`config.mk`:
```
export PLATFORM = sky130hd
export DESIGN_NAME = pipeline_ctrl
export DESIGN_NICKNAME = d
export VERILOG_FILES = /design/src/rtl/pipeline_pkg.sv /design/src/rtl/pipeline_ctrl_hazard_detect.sv /design/src/rtl/pipeline_ctrl.sv
export SDC_FILE = /design/constraint.sdc
export NUM_CORES = 1
export LEC_CHECK = 0
export CORE_MARGIN = 2
export CORE_UTILIZATION = 40
export CTS_BUF_LIST = sky130_fd_sc_hd__clkbuf_16
export CTS_CLUSTER_SIZE = 12
export DETAILED_ROUTE_END_ITERATION = 8
export PLACE_DENSITY = 0.72
export SYNTH_ARGS = -nofsm -noshare
export SYNTH_HDL_FRONTEND = slang
export SYNTH_SLANG_ARGS = --single-unit
```
`constraint.sdc`:
```
create_clock -name clk -period 1.8 [get_ports clk]
set_clock_uncertainty 0.15 [all_clocks]
set_input_delay 0.18 -clock clk [delete_from_list [all_inputs] [get_ports clk]]
set_output_delay 0.18 -clock clk [all_outputs]
set_load 0.05 [all_outputs]
```
`src/rtl/pipeline_pkg.sv`:
```
// Shared definitions for the pipeline stall/flush sequencer:
// FSM state encoding, register-specifier width and the bubble value
// that a flushed inter-stage buffer loads.
package pipeline_pkg;

    localparam int REG_W = 5;

    typedef enum logic [1:0] {
        ST_RUN   = 2'd0,
        ST_HOLD  = 2'd1,
        ST_FLUSH = 2'd2
    } state_t;

    // A flushed buffer loads all zeros, which decodes as a no-op with no
    // memory read, no branch and no register write.
    localparam logic [31:0] BUBBLE = 32'h0000_0000;

endpackage

```
`src/rtl/pipeline_ctrl_hazard_detect.sv`:
```
// Pure combinational event decode for the pipeline sequencer:
//   taken - branch in MEM whose EX/MEM zero flag is set
//   lu    - load in EX writing a register that the ID instruction reads
// Register $zero is never a hazard.
module hazard_detect
    import pipeline_pkg::*;
#(
    parameter int REG_W = pipeline_pkg::REG_W
) (
    input  logic [REG_W-1:0] id_rs,
    input  logic [REG_W-1:0] id_rt,
    input  logic             id_uses_rt,
    input  logic             ex_mem_read,
    input  logic [REG_W-1:0] ex_rd,
    input  logic             mem_branch,
    input  logic             mem_zf,
    output logic             lu,
    output logic             taken
);

    logic rd_nonzero_s;
    logic rs_match_s;
    logic rt_match_s;

    assign rd_nonzero_s = (ex_rd != {REG_W{1'b0}});
    assign rs_match_s   = (ex_rd == id_rs);
    assign rt_match_s   = id_uses_rt & (ex_rd == id_rt);

    assign lu    = ex_mem_read & rd_nonzero_s & (rs_match_s | rt_match_s);
    assign taken = mem_branch & mem_zf;

endmodule

```
`src/rtl/pipeline_ctrl.sv`:
```
// Central stall/flush sequencer for the 5-stage pipeline.
// Buffers: a = IF/ID, b = ID/EX, c = EX/MEM, d = MEM/WB.
// Arbitration: memory hold > taken branch > load-use bubble.
// Control outputs are combinational from state and inputs; they act at
// the next rising edge. A watchdog flags runs of HOLD_MAX hold cycles.
// Optional feature macro: PIPELINE_CTRL_PERF_EN (adds perf counters).
module pipeline_ctrl
    import pipeline_pkg::*;
#(
    parameter int REG_W    = pipeline_pkg::REG_W,
    parameter int HOLD_MAX = 255,
    parameter int CNT_W    = 16
) (
    input  logic             clk,
    input  logic             rst,
    input  logic [REG_W-1:0] id_rs,
    input  logic [REG_W-1:0] id_rt,
    input  logic             id_uses_rt,
    input  logic             ex_mem_read,
    input  logic [REG_W-1:0] ex_rd,
    input  logic             mem_branch,
    input  logic             mem_zf,
    input  logic             mem_hold,
    output logic             pc_en,
    output logic             pc_sel_branch,
    output logic             buf_a_en,
    output logic             buf_b_en,
    output logic             buf_c_en,
    output logic             buf_d_en,
    output logic             buf_a_flush,
    output logic             buf_b_flush,
    output logic             buf_c_flush,
    output logic [1:0]       state,
    output logic             hold_timeout
`ifdef PIPELINE_CTRL_PERF_EN
    ,
    output logic [CNT_W-1:0] perf_stall_cnt,
    output logic [CNT_W-1:0] perf_flush_cnt,
    output logic [CNT_W-1:0] perf_hold_cnt
`endif
);

    // Timeout sets on the edge that completes the HOLD_MAX-th hold cycle.
    localparam logic [CNT_W-1:0] HOLD_LIM = CNT_W'(HOLD_MAX - 1);

    function automatic logic [CNT_W-1:0] sat_inc(input logic [CNT_W-1:0] v);
        sat_inc = (v == {CNT_W{1'b1}}) ? v : v + {{(CNT_W-1){1'b0}}, 1'b1};
    endfunction

    state_t           state_r;
    state_t           state_next_s;
    logic [CNT_W-1:0] wd_r;
    logic             timeout_r;
    logic             lu_s;
    logic             taken_s;

    hazard_detect #(.REG_W(REG_W)) u_hazard (
        .id_rs       (id_rs),
        .id_rt       (id_rt),
        .id_uses_rt  (id_uses_rt),
        .ex_mem_read (ex_mem_read),
        .ex_rd       (ex_rd),
        .mem_branch  (mem_branch),
        .mem_zf      (mem_zf),
        .lu          (lu_s),
        .taken       (taken_s)
    );

    // State register.
    always_ff @(posedge clk) begin
        if (rst) begin
            state_r <= ST_RUN;
        end else begin
            state_r <= state_next_s;
        end
    end

    // Next-state and control decode; HOLD release applies RUN rules so a
    // held taken branch is still redirected.
    always_comb begin
        pc_en         = 1'b1;
        pc_sel_branch = 1'b0;
        buf_a_en      = 1'b1;
        buf_b_en      = 1'b1;
        buf_c_en      = 1'b1;
        buf_d_en      = 1'b1;
        buf_a_flush   = 1'b0;
        buf_b_flush   = 1'b0;
        buf_c_flush   = 1'b0;
        state_next_s  = ST_RUN;
        if (rst) begin
            pc_en       = 1'b0;
            buf_a_en    = 1'b0;
            buf_b_en    = 1'b0;
            buf_c_en    = 1'b0;
            buf_d_en    = 1'b0;
            buf_a_flush = 1'b1;
            buf_b_flush = 1'b1;
            buf_c_flush = 1'b1;
        end else if (mem_hold) begin
            pc_en        = 1'b0;
            buf_a_en     = 1'b0;
            buf_b_en     = 1'b0;
            buf_c_en     = 1'b0;
            buf_d_en     = 1'b0;
            state_next_s = ST_HOLD;
        end else begin
            case (state_r)
                ST_RUN, ST_HOLD: begin
                    if (taken_s) begin
                        pc_sel_branch = 1'b1;
                        buf_a_flush   = 1'b1;
                        buf_b_flush   = 1'b1;
                        buf_c_flush   = 1'b1;
                        state_next_s  = ST_FLUSH;
                    end else if (lu_s) begin
                        pc_en       = 1'b0;
                        buf_a_en    = 1'b0;
                        buf_b_flush = 1'b1;
                    end else begin
                        state_next_s = ST_RUN;
                    end
                end
                ST_FLUSH: begin
                    // ID/EX/MEM carry bubbles: events are ignored.
                    state_next_s = ST_RUN;
                end
                default: begin
                    // Unreachable encoding: squash everything and recover.
                    pc_en       = 1'b0;
                    buf_a_en    = 1'b0;
                    buf_b_en    = 1'b0;
                    buf_c_en    = 1'b0;
                    buf_d_en    = 1'b0;
                    buf_a_flush = 1'b1;
                    buf_b_flush = 1'b1;
                    buf_c_flush = 1'b1;
                end
            endcase
        end
    end

    // Hold watchdog: counts consecutive frozen cycles, sticky timeout flag.
    always_ff @(posedge clk) begin
        if (rst) begin
            wd_r      <= {CNT_W{1'b0}};
            timeout_r <= 1'b0;
        end else if (mem_hold) begin
            wd_r <= sat_inc(wd_r);
            if (wd_r >= HOLD_LIM) begin
                timeout_r <= 1'b1;
            end
        end else begin
            wd_r <= {CNT_W{1'b0}};
        end
    end

    assign state        = state_r;
    assign hold_timeout = timeout_r;

`ifdef PIPELINE_CTRL_PERF_EN
    logic             stall_evt_s;
    logic             flush_evt_s;
    logic [CNT_W-1:0] perf_stall_r;
    logic [CNT_W-1:0] perf_flush_r;
    logic [CNT_W-1:0] perf_hold_r;

    assign flush_evt_s = ~mem_hold & (state_r != ST_FLUSH) & taken_s;
    assign stall_evt_s = ~mem_hold & (state_r != ST_FLUSH) & ~taken_s & lu_s;

    // Saturating performance counters.
    always_ff @(posedge clk) begin
        if (rst) begin
            perf_stall_r <= {CNT_W{1'b0}};
            perf_flush_r <= {CNT_W{1'b0}};
            perf_hold_r  <= {CNT_W{1'b0}};
        end else begin
            if (stall_evt_s) perf_stall_r <= sat_inc(perf_stall_r);
            if (flush_evt_s) perf_flush_r <= sat_inc(perf_flush_r);
            if (mem_hold)    perf_hold_r  <= sat_inc(perf_hold_r);
        end
    end

    assign perf_stall_cnt = perf_stall_r;
    assign perf_flush_cnt = perf_flush_r;
    assign perf_hold_cnt  = perf_hold_r;
`endif

endmodule

```
## Word level (Yosys, flattened, before mapping)

Cells that the tools add are included.

- Register bits after elaboration: 19
- Word-level logic and storage cells: 48

- Add/sub/neg operators: 1
- Magnitude comparators: 1
- Equal/unequal tests: 5
- Muxes and demuxes: 23
- Bitwise gates (word level): 7
- Reduce and logical (&&, ||, !) cells: 7

Operators with widths:

| kind | number |
|---|---|
| 2-to-1 mux 1 bit | 19 |
| adder 16 x 1 -> 16 bit (second input constant) | 1 |
| equality test 16 bit (second input constant) | 1 |
| greater-or-equal comparator 16 x 8 -> 1 bit (second input constant) | 1 |
| equality test 5 bit | 2 |
| one-hot mux 1 bit (2 select lines) | 3 |
| OR reduction 3 bit | 2 |
| nonzero test 5 bit | 1 |
| AND 1 bit | 4 |
| OR reduction 2 bit | 2 |
| equality test 2 x 1 -> 1 bit (second input constant) | 1 |
| equality test 2 bit (second input constant) | 1 |
| zero test 2 bit | 1 |
| 2-to-1 mux 2 bit | 1 |
| NOT 1 bit | 2 |
| AND reduction 2 bit | 1 |
| OR 1 bit | 1 |

## Depth between registers and ports, before layout

- Word-level depth: 9
- Mapped depth: 6
- Gate-level depth less buffers: 6

## Cells and area by module

From an unflattened synthesis, not the netlist that was laid out.

- Cell total of the unflattened synthesis: 141
- Area total of the unflattened synthesis: 1,174.9 µm²

Modules (own cells, without submodules):

| module | times used | cells an instance | area each (µm²) | seq. area each (µm²) |
|---|---|---|---|---|
| pipeline_ctrl | 1 | 123 | 1,036.0 | 380.4 |
| hazard_detect | 1 | 18 | 138.9 | 0.0 |

## Worst setup path before layout

Ideal clock, no wire load.

- Path kind: register -> output
- Start point: reg state_r[1] (netlist: state[1])
- End point: out pc_en
- Data arrival time: 2.919 ns
- Data required time: 1.470 ns
- Setup slack: -1.449 ns
- Stages on the path, launching flop included: 4
- Buffers on the path: 1
- Cells stage by stage: dfxtp_1 > a211oi_1 > o41a_1 > buf_4

- Longest elaborated chain between the ends: 5

RTL lines:

| element | line | RTL |
|---|---|---|
| from (decl) | pipeline_ctrl.sv:50 | `state_t state_r;` |
| from (signal assigned) | pipeline_ctrl.sv:74 | `state_r <= state_next_s;` |
| equality test 2 x 1 -> 1 bit or zero test 2 bit (tied branches) | n/a |  |
| OR reduction 2 bit | n/a |  |
| one-hot mux 1 bit (2 select lines) (*) | n/a |  |
| 2-to-1 mux 1 bit (*) (2 in series) | n/a |  |
| to (decl) | pipeline_ctrl.sv:24 | `output logic pc_en,` |

Mark *: on every way between the ends. The rest lies on a longest branch, timed or not.

## Worst setup path in the final report

- Start point: in ex_rd[2]
- End point: out buf_a_en

- Longest elaborated chain between the ends: 9

RTL lines:

| element | line | RTL |
|---|---|---|
| from (decl) | pipeline_ctrl.sv:20 | `input logic [REG_W-1:0] ex_rd,` |
| equality test 5 bit | pipeline_ctrl_hazard_detect.sv:27 | `assign rt_match_s = id_uses_rt & (ex_rd == id_rt);` |
| AND 1 bit | pipeline_ctrl_hazard_detect.sv:27 |  |
| OR 1 bit | pipeline_ctrl_hazard_detect.sv:29 | `assign lu = ex_mem_read & rd_nonzero_s & (rs_match_s \| rt_match_s);` |
| AND 1 bit (*) | pipeline_ctrl_hazard_detect.sv:29 |  |
| 2-to-1 mux 1 bit (*) | pipeline_ctrl.sv:116 | `end else if (lu_s) begin` |
| 2-to-1 mux 1 bit (*) | pipeline_ctrl.sv:110 | `if (taken_s) begin` |
| one-hot mux 1 bit (2 select lines) (*) | pipeline_ctrl.sv:108 | `case (state_r)` |
| 2-to-1 mux 1 bit (*) | pipeline_ctrl.sv:100 | `end else if (mem_hold) begin` |
| 2-to-1 mux 1 bit (*) | pipeline_ctrl.sv:91 | `if (rst) begin` |
| to (decl) | pipeline_ctrl.sv:26 | `output logic buf_a_en,` |

Marks and branches as above.

==> impl_metrics.toml <==
[floorplanning]
die_w_um = 57.8
coreArea_um2 = 2760
ios = 34
dieArea_um2 = 3340
die_h_um = 57.8
rows = 19
start_util_pct = 42.0

[timing]
max_slew_margin_pct = 69.2
hold_violations = 0
setup_violations = 3
tightest_slew_ns = 0.457
rsz0062_at_grt = "yes"
setup_tns_ns = -0.206
setup_ws_ns = -0.0760
slew_violations = 0
timing.fmax_mhz = 533
finalCritPeriodShare_pct = 104
period_needed_ns = 1.88

[route]
vias_per_cell = 5.69
drt_iter0_markers = 110
avgRoutedWirePerCell_um = 15.4
vias = 1338
postRouteAntennaNets = 0
drt_drc_violations_left = 0
routed_wl_mm = 3.61
dr.pass1.iters = 4

[clock_network]
cts_made_buffers = 3
cts_tree = "built"
clkTransAtPathRegs_ns = 0.05
clockBufferDepth = 2
htreeDepth = 1
cts_sinks = 19
clk_latency_ns = 0.25
cts-root-buf = "clkbuf_16"

[yosys]
syn_nets = 168
synth_xor_area_share_pct = 7.57
synth_top_family_by_area = "simple AND/OR/NAND/NOR gates"
synthTopCellsByCount = "19 x dfxtp_1, 13 x a21oi_1, 12 x nand2_1"
yosysSeqAreaShare_pct = 32.9
synth_compound_area_share_pct = 20.0
synth_fa_ha_area_share_pct = 2.16
synth_area_leaders = "dfxtp_1 33%, xor2_1 6.8%, a21oi_1 5.6%, nor3_1 4.8%, nand2_1 3.9%"
async_reset_ff_share_pct = 0
synth_edf_count = 0
yosysMostFrequentCell = "dfxtp_1"
yosys-mux-area-fraction_pct = 1.73
ys.warnings.count = 0
syn_area_per_cell_um2 = 8.04
syn_inst = 144
yosysUniqueCellTypes = 37
synth_area_um2 = 1160
yosys_register_bits = 19
synthSimpleGateAreaFrac_pct = 29.9
netlist.area_leader.share_pct = 32.9
yosysTopAreaCell = "dfxtp_1"
ys.flop_type = "dfxtp_1"

[global_routing]
antenna_found_initial = 0
grt_use_total_pct = 22.8
overflow = 0
grt_pass1_wl_mm = 5.88
grt_pass1_vias = 1348
grt_start_max_net_pins = 14

[place]
gp_congestion = 0.808
io_buffers = 33
place_hpwl_mm = 2.77

[power]
p_leak_nw = 0.745
power_density_nw_per_um2 = 566
power_w = 0.00112
ir_worst_vdd_mv = 0.774

[worst_setup_path]
cp_data_arrival_time_ns = 1.55
cp-start-kind = "input pin"
cp_max_fo = 2
worstSetupPathType = "in -> out"
worst_setup_path_end_kind = "primary output"
cp.required_ns = 1.47

[layout]
final_layout_size_suffix_gt1_share_pct = 41.2
area_delta_synth_final_pct = 71.6
fill_cells = 208
insertedDiodeCount = 0
fin_nets = 229

[min_path]
hold_path_class = "reg -> reg"

[status]
violations = "negative setup slack"
status = "finished, violations left"

[run]
drv_cap = 0
[per-layer routing]
metal | share of wire [%] | routed length, um | up-vias | track usage, %
li1 | - | - | 667 | -
met1 | 42 | 1530 | 618 | 27.5
met2 | 51 | 1840 | 44 | 40.7
met3 | 4.7 | 170 | 9 | 2.68
met4 | 2.0 | 74 | 0 | 9.63
met5 | 0 | 0 | - | 0
[path summary, 6_finish.rpt]
path / slack (ns) / cells after the start / startpoint / to
min reg2reg: 0.34 / 2 / hold_timeout / hold_timeout
max: -0.08 / 7 / ex_rd[2] / buf_a_en
max reg2reg: 0.02 / 4 / wd_r[0] / wd_r[11]
min: 0.34 / 2 / hold_timeout / hold_timeout
[final cells by class]
cell class	count	area (um^2)	share of cell area, %
Clock inverter	1	3.75	0.189
Inverter	6	22.5	1.13
Tap cell	31	38.8	1.95
Timing Repair Buffer	63	617	31.1
Sequential cell	19	394	19.8
Multi-Input combinational cell	112	835	42.0
Clock buffer	3	75.1	3.78
[worst max-delay path, cell delays in order]
cell and delay, ns:
buf_8 0.10, xor2_2 0.16, nor4_2 0.25, a32oi_1 0.16
buf_4 0.17, o41a_4 0.37, buf_6 0.16
[repair_timing]
action,in CTS,in global routing
pin swaps,12,2
setup buffers,4,0
gates resized for setup,55,12
hold buffers,0,0
setup endpoints to repair,15,10
[sequential cells by signal, indices dropped and copies added (netlist names)]
register,flops
hold_timeout,1
state,2
wd_r,16
[layout by cell type, fill, tap and decap left out, drive strengths merged]
master and n:
and4 2, o41a 1, mux2i 2, nor3 11, dfxtp 19, o41ai 2, clkdlybuf4s50 6, a21oi 13
xnor2 1, clkbuf 3, a31oi 2, or3 5, buf 50, nand3 6, o21ai 8, a211oi 3
o211ai 1, o31ai 2, or4 4, nor2 7, nand2b 3, a32oi 1, ha 2, nand3b 1
nand2 12, dlygate4sd2 7, clkinv 1, a2111o 2, xor2 9, or2 1, nand4 3, inv 6
o311ai 1, and2 1, nor4 6
[kinds of logic (layout without fill, tap and decap cells)]
| kind of cell | count (synthesis) | count (layout) |
|---|---|---|
| flip-flops | 19 | 19 |
| adder cells (fa/ha/maj) | 2 | 2 |
| buffers and inverters | 13 | 73 |
| AO/OA/AOI/OAI | 36 | 36 |
| AND/OR/NAND/NOR | 62 | 62 |
| XOR/XNOR | 10 | 10 |
| multiplexers | 2 | 2 |
[per-stage QoR]
step	instance area (um^2)	instances	util, %	setup slack [ns]	hold slack, ns
6_report	1990	235	72.0	-0.0760	0.343
4_1_cts	1940	235	70.2	-0.0632	0.354
3_5_place_dp	1800	227	65.3	-0.471	0.340
3_3_place_gp	1800	227	65.3	-0.443	0.305
5_1_grt	1990	235	72.0	-0.154	0.383
2_1_floorplan	1210	144	-	-0.195	0.0994
[power breakdown]
part / total (W) / switching (W) / internal (W)
clock: 0.000450 / 0.000154 / 0.000295
sequential: 0.000429 / 0.00000532 / 0.000424
combinational: 0.000245 / 0.000123 / 0.000122
Note: power is estimated with default switching activity, not from simulation.
